## config.mk

```make
export PLATFORM = sky130hd
export DESIGN_NAME = wb_stage
export DESIGN_NICKNAME = d
export VERILOG_FILES = /design/src/rtl/wb_stage.sv
export SDC_FILE = /design/constraint.sdc
export NUM_CORES = 1
export LEC_CHECK = 0
export ABC_CLOCK_PERIOD_IN_PS = 4600
export BUFFER_PORTS_ARGS = -buffer_cell sky130_fd_sc_hd__buf_4
export CAP_MARGIN = 25
export CORE_AREA = 2 2 114 116
export CTS_BUF_LIST = sky130_fd_sc_hd__clkbuf_16
export DETAILED_ROUTE_END_ITERATION = 6
export DIE_AREA = 0 0 116 118
export GPL_TIMING_DRIVEN = 1
export HOLD_SLACK_MARGIN = 0.12
export PLACE_DENSITY = 0.67
export SLEW_MARGIN = 20
export SYNTH_ARGS = -nofsm -noshare
export SYNTH_HDL_FRONTEND = slang
export SYNTH_SLANG_ARGS = --single-unit
```

## constraint.sdc

```tcl
create_clock -name clk_i -period 4.6 [get_ports clk_i]
set_clock_uncertainty 0.05 [all_clocks]
set_input_delay 1.15 -clock clk_i [delete_from_list [all_inputs] [get_ports clk_i]]
set_output_delay 1.15 -clock clk_i [all_outputs]
set_load 0.005 [all_outputs]
```

## src/rtl/wb_stage.sv

```systemverilog
`default_nettype none
// ============================================================================
//  Module   : wb_stage
//  Purpose  : Writeback stage. Tracks rol32 two-step sequences through a
//             partial-result register and queues final results in a small
//             FIFO that feeds the coprocessor result handshake.
//  Option   : KRONOS_WB_RD0_SUPPRESS_EN - finals to rd=0 carry we=0, data=0.
//  Revision : 1.0 - initial release
// ============================================================================
module wb_stage #(
    parameter int DEPTH = 2,
    parameter int DW    = 32
) (
    input  logic          clk_i,
    input  logic          rst_ni,
    input  logic          done_i,
    input  logic          continued_i,
    input  logic          result_reg_en_i,
    input  logic [DW-1:0] ex_data_i,
    input  logic [4:0]    rd_i,
    input  logic [3:0]    id_i,
    output logic [DW-1:0] partial_o,
    output logic          partial_valid_o,
    output logic          result_valid_o,
    input  logic          result_ready_i,
    output logic [DW-1:0] result_data_o,
    output logic [4:0]    result_rd_o,
    output logic [3:0]    result_id_o,
    output logic          result_we_o,
    output logic          stall_o,
    output logic          overflow_o,
    output logic          seq_err_o
);

    localparam int          AW     = $clog2(DEPTH);
    localparam logic [AW:0] c_FULL = (AW+1)'(DEPTH);
    localparam logic [AW:0] c_ONE  = (AW+1)'(1);

    typedef enum logic [0:0] {
        IDLE    = 1'b0,
        PARTIAL = 1'b1
    } state_t;

    state_t        r_state, w_state_nxt;
    logic [DW-1:0] r_partial, w_partial_nxt;
    logic [3:0]    r_partial_id, w_partial_id_nxt;
    logic          r_seq_err, w_seq_err_nxt;
    logic          r_overflow;

    logic          w_inter;
    logic          w_final;

    assign w_inter = done_i & continued_i;
    assign w_final = done_i & ~continued_i;

    // ------------------------------------------------------------------------
    // Sequence tracker
    // ------------------------------------------------------------------------
    always_ff @(posedge clk_i or negedge rst_ni) begin
        if (!rst_ni) begin
            r_state      <= IDLE;
            r_partial    <= '0;
            r_partial_id <= '0;
            r_seq_err    <= 1'b0;
        end else begin
            r_state      <= w_state_nxt;
            r_partial    <= w_partial_nxt;
            r_partial_id <= w_partial_id_nxt;
            r_seq_err    <= w_seq_err_nxt;
        end
    end

    always_comb begin
        w_state_nxt      = r_state;
        w_partial_nxt    = r_partial;
        w_partial_id_nxt = r_partial_id;
        w_seq_err_nxt    = r_seq_err;
        case (r_state)
            IDLE: begin
                if (w_inter && result_reg_en_i) begin
                    w_state_nxt      = PARTIAL;
                    w_partial_nxt    = ex_data_i;
                    w_partial_id_nxt = id_i;
                end
            end
            PARTIAL: begin
                if (w_inter) begin
                    // A second intermediate means the first was never consumed.
                    w_seq_err_nxt = 1'b1;
                    if (result_reg_en_i) begin
                        w_partial_nxt    = ex_data_i;
                        w_partial_id_nxt = id_i;
                    end
                end else if (w_final) begin
                    w_state_nxt      = IDLE;
                    w_partial_nxt    = '0;
                    w_partial_id_nxt = '0;
                    if (id_i != r_partial_id) begin
                        w_seq_err_nxt = 1'b1;
                    end
                end
            end
            default: begin
                w_state_nxt = IDLE;
            end
        endcase
    end

    assign partial_o       = r_partial;
    assign partial_valid_o = (r_state == PARTIAL);
    assign seq_err_o       = r_seq_err;

    // ------------------------------------------------------------------------
    // Result FIFO
    // ------------------------------------------------------------------------
    logic [DW-1:0] r_mem_data [DEPTH];
    logic [4:0]    r_mem_rd   [DEPTH];
    logic [3:0]    r_mem_id   [DEPTH];
    logic          r_mem_we   [DEPTH];
    logic [AW-1:0] r_wr_ptr;
    logic [AW-1:0] r_rd_ptr;
    logic [AW:0]   r_count;

    logic          w_full;
    logic          w_valid;
    logic          w_pop;
    logic          w_push;
    logic          w_drop;
    logic          w_push_we;
    logic [DW-1:0] w_push_data;

`ifdef KRONOS_WB_RD0_SUPPRESS_EN
    assign w_push_we   = (rd_i != 5'd0);
    assign w_push_data = w_push_we ? ex_data_i : '0;
`else
    assign w_push_we   = 1'b1;
    assign w_push_data = ex_data_i;
`endif

    assign w_full  = (r_count == c_FULL);
    assign w_valid = (r_count != '0);
    assign w_pop   = w_valid & result_ready_i;
    // A pop in the same cycle frees the slot, so a full FIFO still accepts.
    assign w_push  = w_final & (~w_full | w_pop);
    assign w_drop  = w_final & w_full & ~w_pop;

    always_ff @(posedge clk_i) begin
        if (w_push) begin
            r_mem_data[r_wr_ptr] <= w_push_data;
            r_mem_rd[r_wr_ptr]   <= rd_i;
            r_mem_id[r_wr_ptr]   <= id_i;
            r_mem_we[r_wr_ptr]   <= w_push_we;
        end
    end

    always_ff @(posedge clk_i or negedge rst_ni) begin
        if (!rst_ni) begin
            r_wr_ptr   <= '0;
            r_rd_ptr   <= '0;
            r_count    <= '0;
            r_overflow <= 1'b0;
        end else begin
            if (w_push) begin
                r_wr_ptr <= r_wr_ptr + 1'b1;
            end
            if (w_pop) begin
                r_rd_ptr <= r_rd_ptr + 1'b1;
            end
            case ({w_push, w_pop})
                2'b10:   r_count <= r_count + c_ONE;
                2'b01:   r_count <= r_count - c_ONE;
                default: r_count <= r_count;
            endcase
            if (w_drop) begin
                r_overflow <= 1'b1;
            end
        end
    end

    // Head fields are masked while empty so stale or unreset storage never leaks.
    assign result_valid_o = w_valid;
    assign result_data_o  = w_valid ? r_mem_data[r_rd_ptr] : '0;
    assign result_rd_o    = w_valid ? r_mem_rd[r_rd_ptr]   : '0;
    assign result_id_o    = w_valid ? r_mem_id[r_rd_ptr]   : '0;
    assign result_we_o    = w_valid & r_mem_we[r_rd_ptr];
    assign stall_o        = w_full;
    assign overflow_o     = r_overflow;

endmodule
`default_nettype wire
```

==> flow_summary_export.csv <==
group,metric,value,unit
critical_path,critPathTopFamily,"flip-flops",
clock_network,worstSkewPairLatency,0.41,ns
cells_and_area,fin_area,6594,µm²
synthesis,synth_seq_area_share,72.00,%
critical_path,cp_slowest_stage_delay,0.86,ns
timing,slew_viol_final,0,
critical_path,reg2regPathDepth,5,
floorplanning,core_area,12410,µm²
drt,antenna_left,0,
power,power.leakage,0.002909,µW
clock_network,htreeDepth,4,
cells_and_area,n_antenna_cell,0,
drt,via_per_inst,4.627,
critical_path,setup.worst_path.class,"flop to output pin",
synthesis,postSynthCellCount,372,
power,power_density,576.3,nW/µm²
run,drv_cap,0,
drt,wl,10010,µm
floorplanning,rows,41,
cells_and_area,final_nets,547,
global_route,grt_start_max_net_pins,73,
timing,fmax,296.9,MHz
worst_hold_path,holdPathEnd,"overflow_o$_DFFE_PN0P_",
power,ir_drop,326.7,µV
critical_path,timing.rr.start,"r_count[1]$_DFFE_PN0P_",
global_route,globalRouteTotalUtil,15.15,%
timing,setup_slack,1.232,ns
drt,drc,0,
placed_design,dp_hpwl,6341,µm
clock_network,tritoncts,"yes",
global_route,grt-ovfl-total,0,
clock_network,path_clk_slew,0.05,ns
critical_path,critPathSlowestCell,"dfrtp_2",
global_route,antenna_found_initial,0,
worst_hold_path,min_from,"overflow_o$_DFFE_PN0P_",
floorplanning,ios,126,
timing,min_period,3.368,ns
cells_and_area,area_delta_synth_final,34.16,%
placed_design,dpl_cell_area,5974,µm²
clock_network,cts_buffer_depth,2,
floorplanning,die-area,13690,µm²
critical_path,path_buf_inv,2,
global_route,first_global_vias,3056,
placed_design,post-place-ws,1.550,ns
timing,relSlewSlack,46.92,%
synthesis,avgSynthCellArea,13.21,µm²
placed_design,numPortBuffers,125,
drt,num_vias,3165,
critical_path,reg2reg_slack,2.45,ns
critical_path,crit_top_cell,"buf_4",
critical_path,cp_max_fo,26,
floorplanning,start_util,39.59,%
placed_design,placed_cells_incl_taps,651,
critical_path,required,3.40,ns
timing,fin_crit_sh,73.22,%
cells_and_area,drive_above_1_share,31.25,%
synthesis,ys_ff_latch,125,
worst_hold_path,holdPathStages,1,
critical_path,regToRegEndpoint,"r_mem_data[1][26]$_DFFE_PP_",
global_route,grt_pass1_wl,15500,µm
synthesis,synth_warnings,0,
floorplanning,die_y,118,µm
clock_network,ctsHoldBuffers,0,
placed_design,gp_congestion,0.8201,
synthesis,ys_types,24,
critical_path,worstPathArrival,2.17,ns
synthesis,syn_nets,419,
worst_hold_path,min_path_type,"flop to flop",
synthesis,synth_area,4915,µm²
power,p_total,3800,µW
clock_network,cts_resized,0,
clock_network,post-cts-setup-buffer-count,0,
drt,dr.pass1.iters,4,
drt,drtIter0Drc,112,
timing,setup_viol,0,
cells_and_area,final_cells,684,
clock_network,cts_made_buffers,17,
timing,worst_pin_slew,0.7933,ns
timing,rsz0062_at_grt,"false",
critical_path,critPathLaunchType,"flop",
timing,final_hold_viol_count,0,
clock_network,root_buffer,"clkbuf_16",
critical_path,cp_cell_sequence,"buf_4, mux2i_1, nor2_1, buf_4",
clock_network,cts_sinks,125,
drt,routedWlPerCell,14.63,µm
floorplanning,dieWidth,116,µm
timing,fin_setup_tns,0,ns
outcome,status,"completed",
critical_path,cp-end-kind,"output pin",
-- layout make-up --
class / instances / area [µm²]
Clock buffer: 17 / 425.4
Sequential cell: 125 / 3540
Fill cell: 1074 / 5821
Tap cell: 172 / 215.2
Inverter: 1 / 3.754
Multi-Input combinational cell: 226 / 1262
Timing Repair Buffer: 129 / 1008
Clock inverter: 14 / 138.9
-- cell families after synthesis --
group                  synth area share (%)
multiplexers                          8.656
XOR/XNOR                              1.069
AO/OA/AOI/OAI                         4.404
buffers and inverters                 2.724
AND/OR/NAND/NOR                       11.15
flip-flops                            72.00
-- layout by cell type (no fill, tap or decap), drive strengths merged, types with 3 or more instances in the layout --
cell and instances:
buf 129, edfxtp 82, nand2 77, nor2 47
dfrtp 43, mux2i 41, o21ai 36, clkbuf 17
inv 6, clkinv 5, a21oi 4, xnor2 4
nor3 4, bufinv 3
-- through the flow --
stage	hold WS [ns]	utilization (%)
3_5_place_dp	0.4005	48.13
2_1_floorplan	0.4010	-
6_report	0.4062	53.11
5_1_grt	0.4270	53.11
3_3_place_gp	0.3965	48.13
4_1_cts	0.4121	52.67
-- state kept, by name, summed over array words and instances (netlist names) --
register	flops
overflow_o	1
partial_o	32
partial_valid_o	1
r_count	2
r_mem_data	64
r_mem_id	8
r_mem_rd	10
r_partial_id	4
r_rd_ptr	1
r_wr_ptr	1
seq_err_o	1
-- cells in the mapped netlist (all sizes together) --
cell type	instances	area, µm²
and3	2	12.51
nand2	77	299.0
o21ai	36	180.2
a21o	1	7.510
nor2b	1	6.260
a41oi	1	8.760
and2b	2	15.01
nand2b	2	12.51
and2	1	6.260
nor3	4	20.02
xnor2	4	35.03
mux2i	41	410.4
xor2	2	17.52
mux2	1	15.01
nor2	47	176.4
edfxtp	82	2462
dfrtp	43	1076
inv	1	3.750
a21oi	4	20.02
buf	20	130.1
-- metal layers --
| metal | routed length, µm | global-route usage [%] |
|---|---|---|
| met5 | 0 | 0 |
| met4 | 153 | 5.580 |
| met3 | 724 | 6.025 |
| met2 | 4974 | 24.74 |
| met1 | 4157 | 17.95 |
-- power breakdown --
| part | switching [µW] | leakage [µW] | total [µW] | internal (µW) |
|---|---|---|---|---|
| sequential | 131 | 0.00129 | 1510 | 1380 |
| combinational | 478 | 0.00132 | 1030 | 556 |
| clock | 431 | 0.000294 | 1260 | 828 |
| total | 1040 | 0.00291 | 3800 | 2760 |
-- worst max path at each step --
| stage | endpoint | slack [ns] | depth (start not counted) | from |
|---|---|---|---|---|
| final | result_id_o[0] | 1.23 | 4 | r_rd_ptr$_DFFE_PN0N_ |
| after CTS | result_id_o[0] | 1.11 | 4 | r_rd_ptr$_DFFE_PN0N_ |
| after floorplan | r_mem_data[0][0]$_DFFE_PP_ | 1.13 | 2 | result_ready_i |
| after global placement | result_id_o[0] | 1.58 | 4 | r_rd_ptr$_DFFE_PN0N_ |
| after detailed placement | r_mem_data[1][14]$_DFFE_PP_ | 1.55 | 4 | continued_i |
| after global routing | result_id_o[0] | 1.06 | 4 | r_rd_ptr$_DFFE_PN0N_ |
(Power assumes the default switching activity.)
